<file path="src/rtl/obstacle_spawner.sv">
// Obstacle lane generator: a step timer shifts the lane and spawns from the LFSR word.
// Define OBSTACLE_SPEEDUP_EN to shorten the step period every 16 points of score.
module obstacle_spawner #(
  parameter int LANE_LEN     = 8,
  parameter int TICK_DIV     = 1000,
  parameter int MIN_GAP      = 2,
  parameter int SPAWN_THRESH = 64
) (
  input  logic                Clk,
  input  logic                Rst,
  input  logic                Run,
  input  logic [15:0]         Rnd,
  output logic                LfsrEn,
  output logic                Step,
  output logic [LANE_LEN-1:0] Lane,
  output logic [15:0]         Score
);

  localparam int TW = $clog2(TICK_DIV + 1);
  localparam logic [TW-1:0] TICK_ONE = TW'(1);
  localparam logic [3:0]    GAP_LOAD = 4'(MIN_GAP);
  localparam logic [8:0]    THRESH   = 9'(SPAWN_THRESH);

  localparam logic [1:0] S_IDLE = 2'd0;
  localparam logic [1:0] S_RUN  = 2'd1;
  localparam logic [1:0] S_GAP  = 2'd2;

  logic [1:0]          r_state;
  logic [TW-1:0]       r_tick;
  logic [3:0]          r_gap;
  logic [LANE_LEN-1:0] r_lane;
  logic [15:0]         r_score;
  logic                r_step;
  logic                r_lfsrEn;

  logic w_term;
  logic w_stepEv;
  logic w_spawn;
  logic w_scoreInc;
  logic w_unusedRnd;

`ifdef OBSTACLE_SPEEDUP_EN
  localparam logic [TW-1:0] DIV_STEP  = TW'(TICK_DIV / 8);
  localparam logic [TW-1:0] DIV_FLOOR = TW'(TICK_DIV / 4);
  localparam logic [TW-1:0] DIV_KNEE  = TW'(TICK_DIV / 4 + TICK_DIV / 8);

  logic [TW-1:0] r_div;

  // A shrunken period may leave the counter past the new terminal value, hence >=.
  assign w_term = (r_tick >= r_div - TICK_ONE);

  always_ff @(posedge Clk) begin
    if (!Rst) begin
      r_div <= TW'(TICK_DIV);
    end else if (w_stepEv && w_scoreInc && (r_score[3:0] == 4'hF)) begin
      r_div <= (r_div > DIV_KNEE) ? (r_div - DIV_STEP) : DIV_FLOOR;
    end
  end
`else
  localparam logic [TW-1:0] TICK_TERM = TW'(TICK_DIV - 1);

  assign w_term = (r_tick == TICK_TERM);
`endif

  assign w_stepEv    = Run && (r_state != S_IDLE) && w_term;
  assign w_spawn     = (r_state == S_RUN) && ({1'b0, Rnd[7:0]} < THRESH);
  assign w_scoreInc  = r_lane[LANE_LEN-1] && (r_score != 16'hFFFF);
  assign w_unusedRnd = ^Rnd[15:8];

  always_ff @(posedge Clk) begin
    if (!Rst) begin
      r_state  <= S_IDLE;
      r_tick   <= '0;
      r_gap    <= '0;
      r_lane   <= '0;
      r_score  <= '0;
      r_step   <= 1'b0;
      r_lfsrEn <= 1'b0;
    end else begin
      r_step   <= 1'b0;
      r_lfsrEn <= 1'b0;
      if (Run) begin
        case (r_state)
          S_IDLE: r_state <= S_RUN;
          default: begin
            if (w_stepEv) begin
              r_tick   <= '0;
              r_step   <= 1'b1;
              r_lfsrEn <= 1'b1;
              r_lane   <= {r_lane[LANE_LEN-2:0], w_spawn};
              if (w_scoreInc) r_score <= r_score + 16'd1;
              // A spawn arms the gap counter; the last forced-empty step reopens RUN.
              if (w_spawn) begin
                r_state <= S_GAP;
                r_gap   <= GAP_LOAD;
              end else if (r_state == S_GAP) begin
                r_gap <= r_gap - 4'd1;
                if (r_gap <= 4'd1) r_state <= S_RUN;
              end
            end else begin
              r_tick <= r_tick + TICK_ONE;
            end
          end
        endcase
      end
    end
  end

  assign Lane   = r_lane;
  assign Score  = r_score;
  assign Step   = r_step;
  assign LfsrEn = r_lfsrEn;

endmodule

</file>
<file path="config.mk">
export PLATFORM = sky130hd
export DESIGN_NAME = obstacle_spawner
export DESIGN_NICKNAME = d
export VERILOG_FILES = /design/src/rtl/obstacle_spawner.sv
export SDC_FILE = /design/constraint.sdc
export NUM_CORES = 1
export LEC_CHECK = 0
export ABC_AREA = 1
export ABC_CLOCK_PERIOD_IN_PS = 1500
export CAP_MARGIN = 20
export CORE_UTILIZATION = 46
export CTS_CLUSTER_SIZE = 30
export DETAILED_ROUTE_END_ITERATION = 7
export GPL_ROUTABILITY_DRIVEN = 0
export GPL_TIMING_DRIVEN = 0
export PLACE_DENSITY_LB_ADDON = 0.25
export REMOVE_ABC_BUFFERS = 1
export SYNTH_ARGS = -nofsm -noshare
export SYNTH_HDL_FRONTEND = slang
export SYNTH_SLANG_ARGS = --single-unit
</file>
<file path="constraint.sdc">
create_clock -name Clk -period 1.5 [get_ports Clk]
set_input_delay 0.3 -clock Clk [delete_from_list [all_inputs] [get_ports Clk]]
set_output_delay 0.3 -clock Clk [all_outputs]
set_load 0.02 [all_outputs]
</file>
After elaboration in Yosys (flattened, before gate mapping)
Cells that the tools add are included.
{ "word_totals": {"elab_cells": 43, "register_bits": 41, "out_inout_bits": 26} }
{ "classes": {"n_mux": 9, "n_eq_ne": 4, "order_cmp": 2, "n_reduce_logical": 16, "n_bitwise": 3, "add_sub_neg": 3} }
{ "ops": {"columns": ["operator", "count"], "rows": [
  ["$add A16 B1 Y16 const B", 1],
  ["$ne A16 B16 Y1 const B", 1],
  ["$reduce_and A4 Y1", 3],
  ["$add A10 B1 Y10 const B", 1],
  ["$eq A10 B10 Y1 const B", 1],
  ["$mux W10", 1],
  ["$mux W2", 5],
  ["$lt A8 B7 Y1 const B", 1],
  ["$mux W4", 2],
  ["$reduce_bool A2 Y1", 3],
  ["$reduce_bool A3 Y1", 2],
  ["$le A4 B1 Y1 const B", 1],
  ["$logic_and A1 B1 Y1", 4],
  ["$sub A4 B1 Y4 const B", 1],
  ["$not A1 Y1", 3],
  ["$reduce_and A3 Y1", 1],
  ["$reduce_or A3 Y1", 1],
  ["$eq A2 B1 Y1 const B", 1],
  ["$eq A2 B2 Y1 const B", 1],
  ["$logic_not A2 Y1", 1],
  ["$reduce_and A2 Y1", 1],
  ["$mux W1", 1]
]} }

Longest topological paths before layout
{ "logic_depth": {"word_depth": 6, "mapped_depth": 12, "depth_no_buf": 12} }

Least setup slack after synthesis
No wires, ideal clock.
{ "synth_path": {"path_kind": "reg2reg", "startpoint": "register r_score[1] (netlist: Score[1])", "endpoint": "register r_score[0] (netlist: Score[0])", "t_required_ns": 1.362, "slack_ns": -0.192, "synth_period_minus_slack_ns": 1.692, "path_buffers": 1, "path_stages_with_launch": 12, "arrival_ns": 1.555, "cell_sequence": "dfxtp_1 > ha_1 > nand2_1 > nor2_2 > nand2_2 > nor2_2 > nor2_2 > nand2_8 > clkinv_4 > buf_12 > nand2_2 > a21oi_2"} }
{ "synth_via": {"elab_chain_len": 3} }
{ "synth_lines": {"columns": ["item", "line", "text"], "rows": [
  ["start, declared", "32", "logic [15:0] r_score;"],
  ["start signal, assigned", "91", "if (w_scoreInc) r_score <= r_score + 16'd1;"],
  ["$ne A16 B16 Y1", "67", "assign w_scoreInc = r_lane[LANE_LEN-1] && (r_score != 16'hFFFF);"],
  ["$logic_and A1 B1 Y1", "67", null],
  ["$reduce_and A4 Y1 (no source line)", null, null]
]} }
Every way passes these cells.
A chain may end at the register's enable or synchronous reset.

Worst setup path after layout
{ "layout_path": {"startpoint": "register r_score[2] (netlist: Score[2])", "endpoint": "register r_score[5] (netlist: Score[5])"} }
{ "layout_via": {"elab_chain_len": 3} }
{ "layout_lines": {"columns": ["item"], "rows": [
  ["branches (longest 3 deep; another with $add A16 B1 Y16)"]
]} }
Parallel ways; which one is timed is not known.

==> run summary <==
Leak: 0.00149 uW
Placed Area: 2500 um2
Slew HR: 0.663
First-pass iteration count of the detailed router: 6
Multi-input logic area: 1440 um2
RSZ-0062 raised after global routing: yes
Worst Hold Class: reg2reg
Crit path max fanout: 6
Yosys cell types: 30
Post-synthesis sequential area ratio: 0.375
Worst skew pair latency: 300 ps
Max IR drop VDD: 513 uV
Worst Setup Path Type: reg2reg
CTS Hold Bufs: 0
Share of cells above drive strength 1: 0.352
Core ar.: 4470 um2
Area growth from synthesis to layout: 42.9%
Fill cells: 337
Failing checks: negative setup slack
Final min period: 1520 ps
Flops & latches, synth: 41
Initial antenna violation count: 0
Antenna cells: 0
Cells after synthesis: 306
DR vias: 2160
Total GRT Usage: 0.218
H-tree levels: 2
WL final: 5460 um
Worst Path Arrival: 1740 ps
Vias per cell: 5.23
Critical Path End Type: register
Mapped Area: 2190 um2
CP required: 1730 ps
Max Fclk: 0.660 GHz
Fin. Hold Viols: 0
Via count of the first global-routing pass: 1849
Starting Density: 0.489
DRT iter0 DRCs: 170
Wirelength per Cell: 13.2 um
Total CTS buffers: 5
Worst setup margin: -16.0 ps
Max clock buf depth: 2
Seq. cell area: 860 um2
Synth warnings: 0
Met2 Track Usage GR: 0.346
CP startpoint kind: register
Met1 usage in global routing: 0.284
Clock Sinks: 41
Slew @ Worst Pin: 506 ps
Largest net degree at the start of global routing: 23
Max-slew violation count: 0
Met3 Track Usage GR: 0.0584
Setup Skew: 9.11 ps
Post-DP HPWL: 3120 um
Outcome: finished, violations left
Die Span Y: 71.0 um
Global-route wire length before repair: 8470 um
Worst hold margin: 474 ps
CTS tree: yes
Fin nets: 383
Syn_area_per_cell: 7.15 um2
Die ar.: 5040 um2
Root buf cell: clkbuf_8
Final ANT Viol Nets: 0
Busiest grt layer: met2
Top-level port count: 45
Number of remaining DRC errors: 0
Maximum capacitance violations: 0
Post-route cell area: 3130 um2
DIE WIDTH: 71.0 um
Period utilization: 1.01
Port Buf Inserts: 30
GRT overflow: 0
Cell row count: 24
Setup violators final: 11
Clock transition at path regs: 80 ps
PwrDens: 710 nW/um2
Design Power: 2220 uW
cell usage after synthesis (all sizes together):
master,count,area (um2)
nand4,8,50.1
buf,4,43.8
nor3,4,20.0
nand3,15,80.1
inv,41,154
o22ai,8,50.1
xor2,10,87.6
ha,4,50.1
nand2,98,422
a21oi,26,168
nor2,32,148
clkbuf,2,7.51
o31ai,1,7.51
dfxtp,41,821
xnor2,3,26.3
clkinv,1,8.76
nand3b,1,7.51
o21bai,1,7.51
o21ai,6,30.0
cell families (layout without fill, tap and decap cells):
family                     count (synthesis)  after routing  synth area share
AOI/OAI and AO/OA                         42             42             0.120
DFF                                       41             41             0.375
and+or+nand+nor                          158            160             0.332
adders and majority gates                  4              4            0.0229
buffers and inverters                     48            101            0.0978
xor gates and xnor gates                  13             13            0.0520
layout make-up:
class                      count  share of cell area
timing repair buffer          49               0.144
clock buffer                   7              0.0276
clock inverter                 1             0.00960
inverter                      42              0.0556
tap                           52              0.0208
sequential                    41               0.275
timing repair inverter         2             0.00760
multi-input combinational    219               0.460
metal layers:
layer | routed length [um] | vias up
met5 | 0 | -
met3 | 248 | 8
met2 | 2560 | 50
met1 | 2580 | 1020
met4 | 82 | 0
li1 | - | 1082
flip-flops by register name, indices dropped and copies added (netlist names):
name / count
Score: 16
r_tick: 10
r_state: 2
Lane: 8
LfsrEn: 1
r_gap: 4
per-stage QoR:
| stage | utilization | setup slack (ps) | setup TNS [ps] | std cells |
|---|---|---|---|---|
| 2_1_floorplan | - | -191 | -2850 | 300 |
| 3_3_place_gp | 0.559 | -532 | -12570 | 382 |
| 3_5_place_dp | 0.559 | -533 | -13050 | 382 |
| 4_1_cts | 0.649 | -41.1 | -528 | 404 |
| 5_1_grt | 0.699 | -82.5 | -1220 | 413 |
| 6_report | 0.699 | -16.0 | -80.1 | 413 |
worst max-delay path, stage by stage, from the launching register on:
cell,delay (ps)
dfxtp_2,400
nand2_1,130
nor3_1,440
xor2_1,300
nand2_4,70
a21oi_2,100
path summary, 6_finish.rpt:
check | start | endpoint | slack [ps] | depth (start not counted)
hold reg to reg | r_tick[4]$_SDFFE_PN0P_ | r_tick[4]$_SDFFE_PN0P_ | 470 | 2
setup / recovery | Score[2]$_SDFFE_PN0P_ | Score[5]$_SDFFE_PN0P_ | -20 | 5
setup reg to reg | Score[2]$_SDFFE_PN0P_ | Score[5]$_SDFFE_PN0P_ | -20 | 5
hold / removal | r_tick[4]$_SDFFE_PN0P_ | r_tick[4]$_SDFFE_PN0P_ | 470 | 2
report_power, final:
part	internal [uW]	switching (uW)
logic	64.2	115
registers	1090	13.6
clock network	543	391
placed cells by master (no fill, tap or decap), drive strengths merged:
master,n
clkbuf,7
a21oi,26
o31ai,1
nand4,8
dfxtp,41
bufinv,1
nor2,32
clkinv,2
nand3b,1
clkdlybuf4s50,3
nor3,4
xnor2,3
ha,4
inv,40
buf,19
clkinvlp,2
o21ai,6
o22ai,8
o21bai,1
nand2,100
xor2,10
dlygate4sd2,27
nand3,15
what timing repair did:
action / CTS / global route
endpoints found under the setup margin: 64 / 36
pin swaps: 11 / 15
resized for setup: 85 / 44
cloned: 3 / 1
buffers inserted: 11 / 8
(Power assumes the default switching activity.)
